--- src/rtl/mlp_pkg.sv ---
// rtl/mlp_pkg.sv - shared state encoding and lane geometry for the dot-product sequencer
package mlp_pkg;

    localparam int LANE_W = 8;
    localparam int LANES  = 4;

    typedef enum logic [1:0] {
        S_IDLE = 2'd0,
        S_RUN  = 2'd1,
        S_DONE = 2'd2
    } state_t;

endpackage

--- src/rtl/mac4_chain.sv ---
// rtl/mac4_chain.sv - combinational 4-lane signed int8 multiply-accumulate chain
module mac4_chain
    import mlp_pkg::*;
#(
    parameter int WIDTH_SUM = 32,
    parameter int WIDTH_A   = 32,
    parameter int WIDTH_B   = 32
) (
    input  logic [WIDTH_SUM-1:0] sum_in,
    input  logic [WIDTH_A-1:0]   a,
    input  logic [WIDTH_B-1:0]   b,
    output logic [WIDTH_SUM-1:0] sum_out
);

    logic        [WIDTH_SUM-1:0] sum_tmp;
    logic signed [2*LANE_W-1:0]  prod;

    // Four cascaded stages: each adds one sign-extended lane product to the running sum
    always_comb begin
        sum_tmp = sum_in;
        prod    = '0;
        for (int i = 0; i < LANES; i++) begin
            prod    = (2*LANE_W)'($signed(a[i*LANE_W +: LANE_W]))
                    * (2*LANE_W)'($signed(b[i*LANE_W +: LANE_W]));
            sum_tmp = sum_tmp + WIDTH_SUM'(prod);
        end
        sum_out = sum_tmp;
    end

endmodule

--- src/rtl/mlp_dot_sequencer.sv ---
// rtl/mlp_dot_sequencer.sv - sequences an N-word int8 dot product with bias and optional ReLU
module mlp_dot_sequencer
    import mlp_pkg::*;
#(
    parameter int WIDTH_SUM = 32,
    parameter int WIDTH_A   = 32,
    parameter int WIDTH_B   = 32,
    parameter int LEN_W     = 16
) (
    input  logic                 clk,
    input  logic                 rst,
    input  logic                 start,
    input  logic [LEN_W-1:0]     len,
    input  logic [WIDTH_SUM-1:0] bias,
    input  logic                 relu_en,
    input  logic                 in_valid,
    output logic                 in_ready,
    input  logic [WIDTH_A-1:0]   in_a,
    input  logic [WIDTH_B-1:0]   in_b,
    output logic                 out_valid,
    input  logic                 out_ready,
    output logic [WIDTH_SUM-1:0] out_data,
    output logic                 busy
);

    state_t               state;
    logic [WIDTH_SUM-1:0] acc;
    logic [LEN_W-1:0]     cnt;
    logic                 relu_q;
    logic [WIDTH_SUM-1:0] chain_sum;

    function automatic logic [WIDTH_SUM-1:0] relu_sel(input logic [WIDTH_SUM-1:0] v,
                                                      input logic en);
        return (en && v[WIDTH_SUM-1]) ? '0 : v;
    endfunction

    mac4_chain #(
        .WIDTH_SUM (WIDTH_SUM),
        .WIDTH_A   (WIDTH_A),
        .WIDTH_B   (WIDTH_B)
    ) u_chain (
        .sum_in  (acc),
        .a       (in_a),
        .b       (in_b),
        .sum_out (chain_sum)
    );

    // Job FSM; the result register is loaded with the final sum so out_* never sees in_* combinationally
    always_ff @(posedge clk) begin
        if (rst) begin
            state     <= S_IDLE;
            acc       <= '0;
            cnt       <= '0;
            relu_q    <= 1'b0;
            in_ready  <= 1'b0;
            out_valid <= 1'b0;
            out_data  <= '0;
            busy      <= 1'b0;
        end else begin
            case (state)
                S_IDLE: begin
                    if (start) begin
                        acc    <= bias;
                        cnt    <= len;
                        relu_q <= relu_en;
                        busy   <= 1'b1;
                        if (len != '0) begin
                            state    <= S_RUN;
                            in_ready <= 1'b1;
                        end else begin
                            state     <= S_DONE;
                            out_valid <= 1'b1;
                            out_data  <= relu_sel(bias, relu_en);
                        end
                    end
                end
                S_RUN: begin
                    if (in_valid && in_ready) begin
                        acc <= chain_sum;
                        cnt <= cnt - LEN_W'(1);
                        if (cnt == LEN_W'(1)) begin
                            state     <= S_DONE;
                            in_ready  <= 1'b0;
                            out_valid <= 1'b1;
                            out_data  <= relu_sel(chain_sum, relu_q);
                        end
                    end
                end
                S_DONE: begin
                    if (out_ready) begin
                        state     <= S_IDLE;
                        out_valid <= 1'b0;
                        busy      <= 1'b0;
                    end
                end
                default: begin
                    state     <= S_IDLE;
                    in_ready  <= 1'b0;
                    out_valid <= 1'b0;
                    busy      <= 1'b0;
                end
            endcase
        end
    end

endmodule

--- config.mk ---
export PLATFORM = sky130hd
export DESIGN_NAME = mlp_dot_sequencer
export DESIGN_NICKNAME = d
export VERILOG_FILES = /design/src/rtl/mlp_pkg.sv /design/src/rtl/mac4_chain.sv /design/src/rtl/mlp_dot_sequencer.sv
export SDC_FILE = /design/constraint.sdc
export NUM_CORES = 1
export LEC_CHECK = 0
export ABC_CLOCK_PERIOD_IN_PS = 13400
export BUFFER_PORTS_ARGS = -buffer_cell sky130_fd_sc_hd__clkbuf_2
export CORE_MARGIN = 2
export CORE_UTILIZATION = 35
export CTS_CLUSTER_DIAMETER = 100
export DETAILED_ROUTE_END_ITERATION = 12
export PLACE_DENSITY = 0.49
export SLEW_MARGIN = 10
export SYNTH_ARGS = -nofsm -noshare
export SYNTH_HDL_FRONTEND = slang
export SYNTH_SLANG_ARGS = --single-unit
--- constraint.sdc ---
create_clock -name clk -period 13.4 [get_ports clk]
set_input_delay 1.34 -clock clk [delete_from_list [all_inputs] [get_ports clk]]
set_output_delay 1.34 -clock clk [all_outputs]
set_load 0.1 [all_outputs]
==> results.txt, run 1 <==
----------------------------------------------------
[Route]
  Average wire length per cell after detail routing ... 16.4 um
  Number of DRC violations after detailed routing ... 0
  Post-route antenna net violation count ... 0
  DRC violation total after the first TritonRoute iteration ... 641
  Vias post-DR ... 13.9k
  Avg Vias per Cell ... 4.89
  First-pass iteration count of the detailed router ... 5
  Routed wire length ... 46400 um

[Timing]
  Upper clock frequency limit ... 0.0944 GHz
  Unrepaired setup endpoints after global routing ... no
  Share of the clock period used by the worst path after layout ... 79.0%
  Final critical delay including setup and external delays ... 10.59 ns
  Setup skew after layout ... 0.00804 ns
  Max Transition Viols Final ... 0
  Sum of negative setup slack ... 0 ns
  Transition at the pin with the smallest max-transition slack ... 1.14 ns
  Max transition margin ... 24.2%
  Final setup vio count ... 0
  Hold Fails Final Rpt ... 0

[Worst setup path]
  Highest cell delay on the worst timing path ... 0.71 ns
  Critical path buffers and inverters ... 5
  Master of the slowest instance on the critical path ... sky130_fd_sc_hd__xnor2_1
  Worst Setup Path Type ... input port to flop
  Data arrival time of the worst path ... 10.83 ns
  CP Capture Type ... flop
  Worst EP required ... 13.64 ns
  Family with the most delay on the worst path ... adder cells
  Critical path launch point type ... input port
  Maximum net fanout on the critical path ... 15
  Top cell by count, worst path ... sky130_fd_sc_hd__fa_1

[Synth]
  Dominant combinational cell family by area after synthesis ... adder cells
  Dominant cells by area after synthesis ... sky130_fd_sc_hd__fa_1 (35%), sky130_fd_sc_hd__ha_1 (11%), sky130_fd_sc_hd__dfxtp_1 (9.7%)
  Fraction of synthesized cell area in xor and xnor cells ... 5.04%
  Area share of the leading cell type in the synthesized netlist ... 35.3%
  Sequential element share of the synthesized area ... 9.74%
  Largest area contributor in the synthesized netlist ... sky130_fd_sc_hd__fa_1
  Post-synthesis average cell area ... 8.67 um^2
  Register bit count reported by yosys ... 86
  Synthesized netlist net count ... 2617
  Synth Warn # ... 0
  Area fraction in compound gates after synthesis ... 13.4%
  Simple-gate share of the synthesized area ... 15.4%
  Post-synthesis share of cell area spent on full adders, half adders and majority gates ... 46.0%
  Number of distinct library cells after synthesis ... 64
  Share of flip-flops with an asynchronous set or reset after synthesis ... 0%
  Number of flops mapped to enable cells by yosys ... 0
  Mapped Area ... 0.0177 mm^2
  Top FF cell, synth ... sky130_fd_sc_hd__dfxtp_1
  Synthesized instance count ... 2037
  Mux share of post-synthesis cell area ... 0.177%

[Final layout]
  Commonest cells after routing, fill and taps aside ... sky130_fd_sc_hd__inv_1 (426), sky130_fd_sc_hd__fa_1 (312), sky130_fd_sc_hd__and2_1 (158)
  Area growth from synthesis to final layout ... 10.0%
  Antenna diodes ... 0
  Most common cell after layout, fill and taps aside ... sky130_fd_sc_hd__inv_1
  Sequential cell area in the final layout ... 0.00172 mm^2
  Fraction of layout cells with a size suffix above 1 ... 8.98%
  Multi-input gate area ... 0.0142 mm^2
  Final-layout fill cell count ... 5162
  Number of nets in the layout ... 2736

[Floorplan]
  Die extent in x ... 229 um
  Overall die area ... 0.0523 mm^2
  Total core area ... 0.0500 mm^2
  Die Height ... 229 um
  Top-level port count ... 153
  Starting utilization of the core area ... 35.4%
  Number of cell rows ... 82

[Clocking]
  Total of hold buffers inserted after clock tree synthesis ... 0
  Clk Latency, worst-skew pair ... 0.34 ns
  Max Buffers Root-to-Sink ... 2
  Reg clk slew, reported paths ... 0.06 ns
  Number of cells upsized or downsized after cts ... 0
  Post CTS Setup Buffer Count ... 0
  Clock sink count ... 86
  # H-tree levels ... 3
  Total CTS buffers ... 9
  Master cell of the clock root buffer ... sky130_fd_sc_hd__clkbuf_16
  CTS tree ... built

[Placed design]
  Post-detail-place hpwl ... 38800 um
  Routability-driven placement congestion ratio ... 0.848
  Port-buffer cells ... 152

[GRT]
  Number of antenna violations at the first check in global routing ... 1
  Global-route wire length before repair ... 77800 um
  Global routing usage summed across all routing layers ... 18.4%
  Pin count of the biggest net entering global routing ... 88
  Global-route congestion overflow total ... 0
  Number of global-route vias before repair ... 14.4k

[Min path]
  Path class of the lowest-slack min-delay path ... flop to flop

[Flow run]
  Max Cap Viol ... 0

[Run status]
  Status ... finished clean

----------------------------------------------------
## synth_stat cells, drive strengths merged (4+ instances only)
master and instances:
a31oi 22, fa 312, a21oi 106, and2 158, nand2 141, ha 150
nand2b 27, nor3 17, xor2 25, o21bai 10, a41oi 4, buf 7
inv 426, o211ai 5, nand3 27, and3 4, nand4 5, or2 4
or3 5, xnor2 75, nor2 126, o21ai 52, a311oi 16, o31a 4
dfxtp 86, nor2b 15, o21a 13, a211oi 57, clkbuf 45, a21o 40
nor4 9, o22ai 5
## final timing paths
path,start,to,slack [ns],cells after the start
worst max-delay path,in_b[10],out_data[16],2.81,30
worst min-delay path,out_data[14],out_data[14],0.50,2
worst max register to register,acc[1],out_data[16],7.85,15
worst min register to register,out_data[14],out_data[14],0.50,2
## cell families (layout without fill, tap and decap cells)
logic type      after synthesis  in the layout
simple gates                547            547
buf+inv                     478            602
fa+ha+maj                   462            462
compound gates              361            361
xor+xnor                    100            100
flops                        86             86
mux                           3              3
## worst register-to-register path: stages (launching register included)
cell and delay, ns:
sky130_fd_sc_hd__dfxtp_1 0.35, sky130_fd_sc_hd__fa_1 0.57, sky130_fd_sc_hd__fa_1 0.44, sky130_fd_sc_hd__fa_1 0.46, sky130_fd_sc_hd__ha_1 0.23, sky130_fd_sc_hd__fa_1 0.46, sky130_fd_sc_hd__a21o_1 0.23, sky130_fd_sc_hd__a2111oi_2 0.45
sky130_fd_sc_hd__nor4b_2 0.15, sky130_fd_sc_hd__o2111ai_2 0.31, sky130_fd_sc_hd__a21oi_1 0.15, sky130_fd_sc_hd__o211a_1 0.27, sky130_fd_sc_hd__xnor2_2 0.17, sky130_fd_sc_hd__xnor2_1 0.71, sky130_fd_sc_hd__o21ai_0 0.19, sky130_fd_sc_hd__a311oi_1 0.31
## area by class of cell
| class | count | area share, % |
|---|---|---|
| clock buffer | 13 | 1.29 |
| inverter | 426 | 8.23 |
| timing repair buffer | 160 | 4.22 |
| sequential | 86 | 8.86 |
| multi-input combinational | 1473 | 73.0 |
| tap | 672 | 4.33 |
| clock inverter | 3 | 0.103 |
## state kept, by name, summed over array words and instances (netlist names)
name	cells
cnt	16
busy	1
out_valid	1
state	2
in_ready	1
relu_q	1
out_data	32
acc	32
## per-stage QoR
stage / utilization [%] / setup WS, ns / hold slack [ns] / instances / cell area, um^2
final: 38.9 / 2.81 / 0.496 / 2833 / 19400
after global routing: 38.9 / 2.09 / 0.530 / 2833 / 19400
after CTS: 38.9 / 2.77 / 0.496 / 2833 / 19400
after detailed placement: 38.4 / 2.46 / 0.489 / 2817 / 19200
after global placement: 38.4 / 2.64 / 0.478 / 2817 / 19200
after floorplan: - / 3.63 / 0.460 / 2037 / 17700
## per-layer routing
metal / share of wire [%] / vias up / track usage [%]
li1: - / 6714 / -
met3: 4.5 / 41 / 1.87
met1: 47 / 6785 / 25.9
met4: 2.1 / 2 / 4.29
met5: 0.028 / - / 0
met2: 47 / 315 / 30.4
Power of run 1 is not shown: default switching activity piles up to over one toggle a cycle in this logic, so the estimate is an artifact.
==> run 2, diff against run 1 <==
--- a/config.mk
+++ b/config.mk
@@ -5,13 +5,14 @@
 export SDC_FILE = /design/constraint.sdc
 export NUM_CORES = 1
 export LEC_CHECK = 0
-export ABC_CLOCK_PERIOD_IN_PS = 13400
+export ABC_AREA = 1
+export ABC_CLOCK_PERIOD_IN_PS = 10900
 export BUFFER_PORTS_ARGS = -buffer_cell sky130_fd_sc_hd__clkbuf_2
 export CORE_MARGIN = 2
 export CORE_UTILIZATION = 35
 export CTS_CLUSTER_DIAMETER = 100
 export DETAILED_ROUTE_END_ITERATION = 12
-export PLACE_DENSITY = 0.49
+export PLACE_DENSITY = 0.48
 export SLEW_MARGIN = 10
 export SYNTH_ARGS = -nofsm -noshare
 export SYNTH_HDL_FRONTEND = slang
==> constraint.sdc (replaced) <==
create_clock -name clk -period 10.9 [get_ports clk]
set_input_delay 1.09 -clock clk [delete_from_list [all_inputs] [get_ports clk]]
set_output_delay 1.09 -clock clk [all_outputs]
set_load 0.1 [all_outputs]
==> run 2 against run 1 <==
Compared with the run above: sequential cell count is the same; core utilization shrank 0.68 points; cell area grew 5.2%; die area grew 6.6%; critical path depth grew 8; largest cell class unchanged; count of clock-buffer cells in the layout shrank 4; worst hold slack lost 0.023 ns.
==> results.txt, run 2 <==
----------------------------------------------------
[Timing]
  Max Transition Viols Final ... 0 (unchanged)
  Final worst-path setup slack ... 1.37 ns (was 2.81 ns)
  Hold Fails Final Rpt ... 0 (unchanged)
  Sum of negative setup slack ... 0 ns (unchanged)
  Max transition margin ... 19.5% (was 24.2%)
  Share of the clock period used by the worst path after layout ... 87.4%
  Unrepaired setup endpoints after global routing ... no (unchanged)
  Transition at the pin with the smallest max-transition slack ... 1.21 ns (was 1.14 ns)
  Final setup vio count ... 0 (unchanged)
  Final critical delay including setup and external delays ... 9.53 ns
  Upper clock frequency limit ... 0.105 GHz
  Setup skew after layout ... 0.0129 ns (was 0.00804 ns)

[Route]
  Average wire length per cell after detail routing ... 15.0 um (was 16.4 um)
  Avg Vias per Cell ... 4.66 (was 4.89)
  Number of DRC violations after detailed routing ... 0 (unchanged)
  Post-route antenna net violation count ... 0 (unchanged)
  First-pass iteration count of the detailed router ... 6 (was 5)
  Vias post-DR ... 15.5k (was 13.9k)
  Routed wire length ... 49700 um (was 46400 um)
  DRC violation total after the first TritonRoute iteration ... 716 (was 641)

[Clocking]
  Clk Latency, worst-skew pair ... 0.36 ns (was 0.34 ns)
  Reg clk slew, reported paths ... 0.08 ns (was 0.06 ns)
  CTS tree ... built (unchanged)
  Max Buffers Root-to-Sink ... 2 (unchanged)
  Total of hold buffers inserted after clock tree synthesis ... 0 (unchanged)
  Post CTS Setup Buffer Count ... 0 (unchanged)
  Master cell of the clock root buffer ... sky130_fd_sc_hd__clkbuf_16 (unchanged)
  Total CTS buffers ... 9 (unchanged)
  Number of cells upsized or downsized after cts ... 0 (unchanged)
  # H-tree levels ... 3 (unchanged)
  Clock sink count ... 86 (unchanged)

[Synth]
  Area fraction in compound gates after synthesis ... 11.7% (was 13.4%)
  Synth Warn # ... 0 (unchanged)
  Simple-gate share of the synthesized area ... 16.7% (was 15.4%)
  Dominant cells by area after synthesis ... sky130_fd_sc_hd__fa_1 (33%), sky130_fd_sc_hd__inv_1 (14%), sky130_fd_sc_hd__ha_1 (10%) (was sky130_fd_sc_hd__fa_1 (35%), sky130_fd_sc_hd__ha_1 (11%), sky130_fd_sc_hd__dfxtp_1 (9.7%))
  Post-synthesis average cell area ... 7.37 um^2 (was 8.67 um^2)
  Synthesized instance count ... 2557 (was 2037)
  Mux share of post-synthesis cell area ... 0% (was 0.177%)
  Dominant combinational cell family by area after synthesis ... adder cells (unchanged)
  Commonest cells post-synth ... sky130_fd_sc_hd__inv_1 (722), sky130_fd_sc_hd__nand2_1 (450), sky130_fd_sc_hd__fa_1 (312), sky130_fd_sc_hd__a21oi_1 (155), sky130_fd_sc_hd__ha_1 (150) (was sky130_fd_sc_hd__inv_1 (426), sky130_fd_sc_hd__fa_1 (312), sky130_fd_sc_hd__and2_1 (158), sky130_fd_sc_hd__ha_1 (150), sky130_fd_sc_hd__nand2_1 (140))
  Fraction of synthesized cell area in xor and xnor cells ... 2.79% (was 5.04%)
  Largest area contributor in the synthesized netlist ... sky130_fd_sc_hd__fa_1 (unchanged)
  Sequential element share of the synthesized area ... 9.13% (was 9.74%)
  Share of flip-flops with an asynchronous set or reset after synthesis ... 0% (unchanged)
  Number of distinct library cells after synthesis ... 48 (was 64)
  Post-synthesis share of cell area spent on full adders, half adders and majority gates ... 43.1% (was 46.0%)
  Top FF cell, synth ... sky130_fd_sc_hd__dfxtp_1 (unchanged)
  Area share of the leading cell type in the synthesized netlist ... 33.1% (was 35.3%)
  Mapped Area ... 0.0189 mm^2 (was 0.0177 mm^2)
  Number of flops mapped to enable cells by yosys ... 0 (unchanged)
  Register bit count reported by yosys ... 86 (unchanged)
  Cell with the most instances after synthesis ... sky130_fd_sc_hd__inv_1 (unchanged)
  Synthesized netlist net count ... 3137 (was 2617)

[Final layout]
  Largest registers ... acc x32, out_data x32, cnt x16 (unchanged)
  Final Util ... 38.2% (was 38.9%)
  Fin cells ... 3326 (was 2833)
  Fraction of layout cells with a size suffix above 1 ... 10.6% (was 8.98%)
  Final-layout fill cell count ... 5642 (was 5162)
  Antenna diodes ... 0 (unchanged)
  Number of nets in the layout ... 3205 (was 2736)
  Most common cell after layout, fill and taps aside ... sky130_fd_sc_hd__inv_1 (unchanged)
  Area growth from synthesis to final layout ... 8.47% (was 10.0%)
  Commonest cells after routing, fill and taps aside ... sky130_fd_sc_hd__inv_1 (721), sky130_fd_sc_hd__nand2_1 (450), sky130_fd_sc_hd__fa_1 (312) (was sky130_fd_sc_hd__inv_1 (426), sky130_fd_sc_hd__fa_1 (312), sky130_fd_sc_hd__and2_1 (158))

[Worst setup path]
  Top cell by count, worst path ... sky130_fd_sc_hd__inv_1 (was sky130_fd_sc_hd__fa_1)
  CP Capture Type ... flop (unchanged)
  Highest cell delay on the worst timing path ... 0.75 ns (was 0.71 ns)
  Worst Setup Path Type ... input port to flop (unchanged)
  Maximum net fanout on the critical path ... 31 (was 15)
  Critical path launch point type ... input port (unchanged)
  Worst EP required ... 11.14 ns (was 13.64 ns)
  Data arrival time of the worst path ... 9.77 ns (was 10.83 ns)
  Master of the slowest instance on the critical path ... sky130_fd_sc_hd__fa_1 (was sky130_fd_sc_hd__xnor2_1)

[Run status]
  Status ... finished clean (unchanged)

[Placed design]
  Port-buffer cells ... 152 (unchanged)
  Inst Count DP ... 3310 (was 2817)
  Post-detail-place hpwl ... 42400 um (was 38800 um)
  Routability-driven placement congestion ratio ... 0.873 (was 0.848)
  Worst setup slack after placement ... 0.918 ns (was 2.46 ns)

[Floorplan]
  Number of cell rows ... 85 (was 82)
  Starting utilization of the core area ... 35.2% (was 35.4%)
  Die Height ... 236 um (was 229 um)
  Top-level port count ... 153 (unchanged)
  Total core area ... 0.0535 mm^2 (was 0.0500 mm^2)
  Die extent in x ... 236 um (was 229 um)
  Overall die area ... 0.0557 mm^2 (was 0.0523 mm^2)

[Flow run]
  Max Cap Viol ... 0 (unchanged)

[GRT]
  Number of global-route vias before repair ... 16.1k (was 14.4k)
  Number of antenna violations at the first check in global routing ... 0 (was 1)
  Pin count of the biggest net entering global routing ... 93 (was 88)
  Global routing usage summed across all routing layers ... 18.5% (was 18.4%)
  Global-route congestion overflow total ... 0 (unchanged)
  Global-route wire length before repair ... 83400 um (was 77800 um)

[Min path]
  Path class of the lowest-slack min-delay path ... flop to flop (unchanged)

----------------------------------------------------
==> run 2: cell count changes after synthesis, moves of 30 or more <==
cell,delta
sky130_fd_sc_hd__a21oi_2,+30
sky130_fd_sc_hd__nand3_1,+54
sky130_fd_sc_hd__xnor2_1,-47
sky130_fd_sc_hd__clkbuf_1,+55
sky130_fd_sc_hd__a21oi_1,+49
sky130_fd_sc_hd__a21o_1,-34
sky130_fd_sc_hd__inv_1,+296
sky130_fd_sc_hd__and2_1,-157
sky130_fd_sc_hd__o21ai_0,+65
sky130_fd_sc_hd__a211oi_1,-51
sky130_fd_sc_hd__nand2_1,+310
==> run 2: cells by family after synthesis <==
kind of cell	count (synthesis)
buffers and inverters	829
AND/OR/NAND/NOR	737
adder cells (fa/ha/maj)	462
AO/OA/AOI/OAI	383
flip-flops	86
XOR/XNOR	60
==> run 2: critical path: cells and delay by family <==
family                     cells  cell delay [ns]
and+or+nand+nor               15             2.23
buffers and inverters         10             1.47
AOI/OAI and AO/OA              4             0.67
adders and majority gates      9             4.27
==> run 2: final cells by class <==
cell class              count  area [um^2]  share of cell area, %
clock buffers               9          225                   1.10
clock inverters             7         63.8                  0.312
inverters                 724         2720                   13.3
multi-input cells        1642        14000                   68.5
flip-flops and latches     86         1720                   8.42
well taps                 696          871                   4.26
repair buffers            162          836                   4.09
==> run 2: path summary, 6_finish.rpt <==
kind / startpoint / end / slack (ns) / cells past startpoint
hold / removal: cnt[5] / cnt[5] / 0.47 / 2
hold reg to reg: cnt[5] / cnt[5] / 0.47 / 2
setup / recovery: in_b[18] / out_data[12] / 1.37 / 38
setup reg to reg: acc[1] / out_data[12] / 5.98 / 19
==> run 2: metal layers <==
metal  global-route usage [%]  routed length, um  up-vias
met2                     32.1              24100      265
met3                     2.26               2060       35
met1                     24.5              22600     7467
met4                     4.11                981        0
li1                         -                  -     7743
met5                        0                  0        -
==> run 2: metrics by stage <==
stage	hold slack (ns)	instance area, um^2
2_1_floorplan	0.439	18900
5_1_grt	0.485	20400
6_report	0.472	20400
4_1_cts	0.472	20400
3_3_place_gp	0.453	20200
3_5_place_dp	0.460	20200
Power of run 2 is left out for the same reason.
==> run 3, diff against run 2 <==
--- a/config.mk
+++ b/config.mk
@@ -5,14 +5,13 @@
 export SDC_FILE = /design/constraint.sdc
 export NUM_CORES = 1
 export LEC_CHECK = 0
-export ABC_AREA = 1
 export ABC_CLOCK_PERIOD_IN_PS = 10900
 export BUFFER_PORTS_ARGS = -buffer_cell sky130_fd_sc_hd__clkbuf_2
 export CORE_MARGIN = 2
 export CORE_UTILIZATION = 35
 export CTS_CLUSTER_DIAMETER = 100
 export DETAILED_ROUTE_END_ITERATION = 12
-export PLACE_DENSITY = 0.48
+export PLACE_DENSITY = 0.49
 export SLEW_MARGIN = 10
 export SYNTH_ARGS = -nofsm -noshare
 export SYNTH_HDL_FRONTEND = slang
==> run 3 against run 2 <==
Compared with the run above: core utilization rose by 0.98 points; cell area fell by 4.2%; sequential share of layout area rose by 0.37 points; highest routed layer is now met5; routed wire length fell by 5.9%; critical path depth fell by 4; critical endpoint is now out_data[24]; first-iteration DRC count rose by 1.5%.
==> results.txt, run 3 (synthesis gave the netlist of run 1 again) <==
----------------------------------------------------
[Timing]
  Final critical delay including setup and external delays ... 10.12 ns (was 9.53 ns)
  Final setup vio count ... 0 (unchanged)
  Sum of negative setup slack ... 0 ns (unchanged)
  Max Transition Viols Final ... 0 (unchanged)
  Setup skew after layout ... 0.00743 ns (was 0.0129 ns)
  Unrepaired setup endpoints after global routing ... no (unchanged)
  Transition at the pin with the smallest max-transition slack ... 1.10 ns (was 1.21 ns)
  Max transition margin ... 26.4% (was 19.5%)
  Share of the clock period used by the worst path after layout ... 92.9% (was 87.4%)
  Upper clock frequency limit ... 0.0988 GHz (was 0.105 GHz)
  Hold Fails Final Rpt ... 0 (unchanged)

[Floorplan]
  Die Height ... 229 um (was 236 um)
  Die extent in x ... 229 um (was 236 um)
  Total core area ... 0.0500 mm^2 (was 0.0535 mm^2)
  Number of cell rows ... 82 (was 85)
  Starting utilization of the core area ... 35.4% (was 35.2%)
  Top-level port count ... 153 (unchanged)
  Overall die area ... 0.0523 mm^2 (was 0.0557 mm^2)

[Run status]
  Status ... finished clean (unchanged)

[Worst setup path]
  CP Capture Type ... flop (unchanged)
  Worst Setup Path Type ... input port to flop (unchanged)
  Worst-case register-to-register setup slack ... 5.39 ns (was 5.98 ns)
  Worst flop-to-flop path startpoint ... acc[1] (unchanged)
  Critical path launch point type ... input port (unchanged)
  Worst EP required ... 11.15 ns (was 11.14 ns)
  R2R cell count ... 15 (was 19)
  Data arrival time of the worst path ... 10.37 ns (was 9.77 ns)
  Maximum net fanout on the critical path ... 8 (was 31)
  Endpoint of the most critical register-to-register path ... out_data[24] (was out_data[12])
  End of the critical path ... out_data[24] (was out_data[12])
  Master of the slowest instance on the critical path ... sky130_fd_sc_hd__xnor2_1 (was sky130_fd_sc_hd__fa_1)
  Worst Setup SP ... in_a[15] (was in_b[18])
  Highest cell delay on the worst timing path ... 0.75 ns (about the same)

[Clocking]
  Number of cells upsized or downsized after cts ... 0 (unchanged)
  Total of hold buffers inserted after clock tree synthesis ... 0 (unchanged)
  Max Buffers Root-to-Sink ... 2 (unchanged)
  Post CTS Setup Buffer Count ... 0 (unchanged)
  Reg clk slew, reported paths ... 0.07 ns (was 0.08 ns)
  Total CTS buffers ... 9 (unchanged)
  # H-tree levels ... 3 (unchanged)
  Clock sink count ... 86 (unchanged)
  CTS tree ... built (unchanged)
  Clk Latency, worst-skew pair ... 0.35 ns (was 0.36 ns)
  Master cell of the clock root buffer ... sky130_fd_sc_hd__clkbuf_16 (unchanged)

[Final layout]
  Largest registers ... acc x32, out_data x32, cnt x16 (unchanged)
  Cell area after layout ... 0.0196 mm^2 (was 0.0204 mm^2)
  Most common cell after layout, fill and taps aside ... sky130_fd_sc_hd__inv_1 (unchanged)
  Number of nets in the layout ... 2742 (was 3205)
  Area growth from synthesis to final layout ... 10.8% (was 8.47%)
  Fraction of layout cells with a size suffix above 1 ... 9.37% (was 10.6%)
  Commonest cells after routing, fill and taps aside ... sky130_fd_sc_hd__inv_1 (426), sky130_fd_sc_hd__fa_1 (312), sky130_fd_sc_hd__and2_1 (158) (was sky130_fd_sc_hd__inv_1 (721), sky130_fd_sc_hd__nand2_1 (450), sky130_fd_sc_hd__fa_1 (312))

[Flow run]
  Max Cap Viol ... 0 (unchanged)

[GRT]
  Number of global-route vias before repair ... 14.3k (was 16.1k)
  Pin count of the biggest net entering global routing ... 88 (was 93)
  Global-route wire length before repair ... 77700 um (was 83400 um)
  Number of antenna violations at the first check in global routing ... 2 (was 0)
  Global-route congestion overflow total ... 0 (unchanged)
  Global routing usage summed across all routing layers ... 18.5% (about the same)

[Route]
  Routed wire length ... 46800 um (was 49700 um)
  Avg Vias per Cell ... 4.89 (was 4.66)
  Average wire length per cell after detail routing ... 16.5 um (was 15.0 um)
  DRC violation total after the first TritonRoute iteration ... 727 (was 716)
  Number of DRC violations after detailed routing ... 0 (unchanged)
  First-pass iteration count of the detailed router ... 5 (was 6)
  Vias post-DR ... 13.9k (was 15.5k)
  Post-route antenna net violation count ... 0 (unchanged)

[Placed design]
  Standard cell area after detailed placement ... 0.0192 mm^2 (was 0.0202 mm^2)
  Port-buffer cells ... 152 (unchanged)
  Routability-driven placement congestion ratio ... 0.824 (was 0.873)
  Post-detail-place hpwl ... 39000 um (was 42400 um)

[Min path]
  Path class of the lowest-slack min-delay path ... flop to flop (unchanged)

----------------------------------------------------
## run 3: cell types whose count changed in the layout (fill, tap and decap cells not counted), sizes merged, moves of 34 or more
cell and delta:
xnor2 +48, inv -299, nand2 -339, a21o +34, a21oi -79, nand3 -58
a211oi +52, o21ai -67, and2 +157
## run 3: metrics by stage
stage	hold WS, ns	util (%)	cells	setup WS, ns
after floorplan	0.460	-	2037	1.38
after global placement	0.479	38.5	2823	0.679
after detailed placement	0.482	38.5	2823	0.478
after CTS	0.494	39.2	2839	0.801
after global routing	0.515	39.2	2840	0.162
final	0.494	39.2	2840	0.779
## run 3: final cells by class
cell class,instances,area [um^2]
fillers,5203,30400
multi-input cells,1473,14200
flip-flops and latches,86,1720
inverters,426,1600
repair buffers,166,866
well taps,672,841
clock buffers,9,225
clock inverters,7,144
diodes,1,2.50
## run 3: worst min path at each step
stage | from | end | slack [ns] | cells after the start
after floorplan | cnt[13] | cnt[13] | 0.46 | 2
after global placement | cnt[13] | cnt[13] | 0.48 | 2
after detailed placement | cnt[13] | cnt[13] | 0.48 | 2
after CTS | cnt[13] | cnt[13] | 0.49 | 2
after global routing | cnt[13] | cnt[13] | 0.51 | 2
final | cnt[13] | cnt[13] | 0.49 | 2
## run 3: critical path: cells and delay by family
| kind | cells | cell delay [ns] |
|---|---|---|
| fa+ha+maj | 9 | 4.14 |
| compound gates | 11 | 2.40 |
| xor+xnor | 3 | 1.17 |
| buf+inv | 8 | 0.80 |
| simple gates | 3 | 0.74 |
## run 3: routing by layer
| layer | track usage (%) | share of wire (%) |
|---|---|---|
| met4 | 4.39 | 2.1 |
| met2 | 30.0 | 46 |
| met1 | 26.5 | 47 |
| met5 | 0 | 0.017 |
| met3 | 1.76 | 4.2 |
Power of run 3 is left out for the same reason.
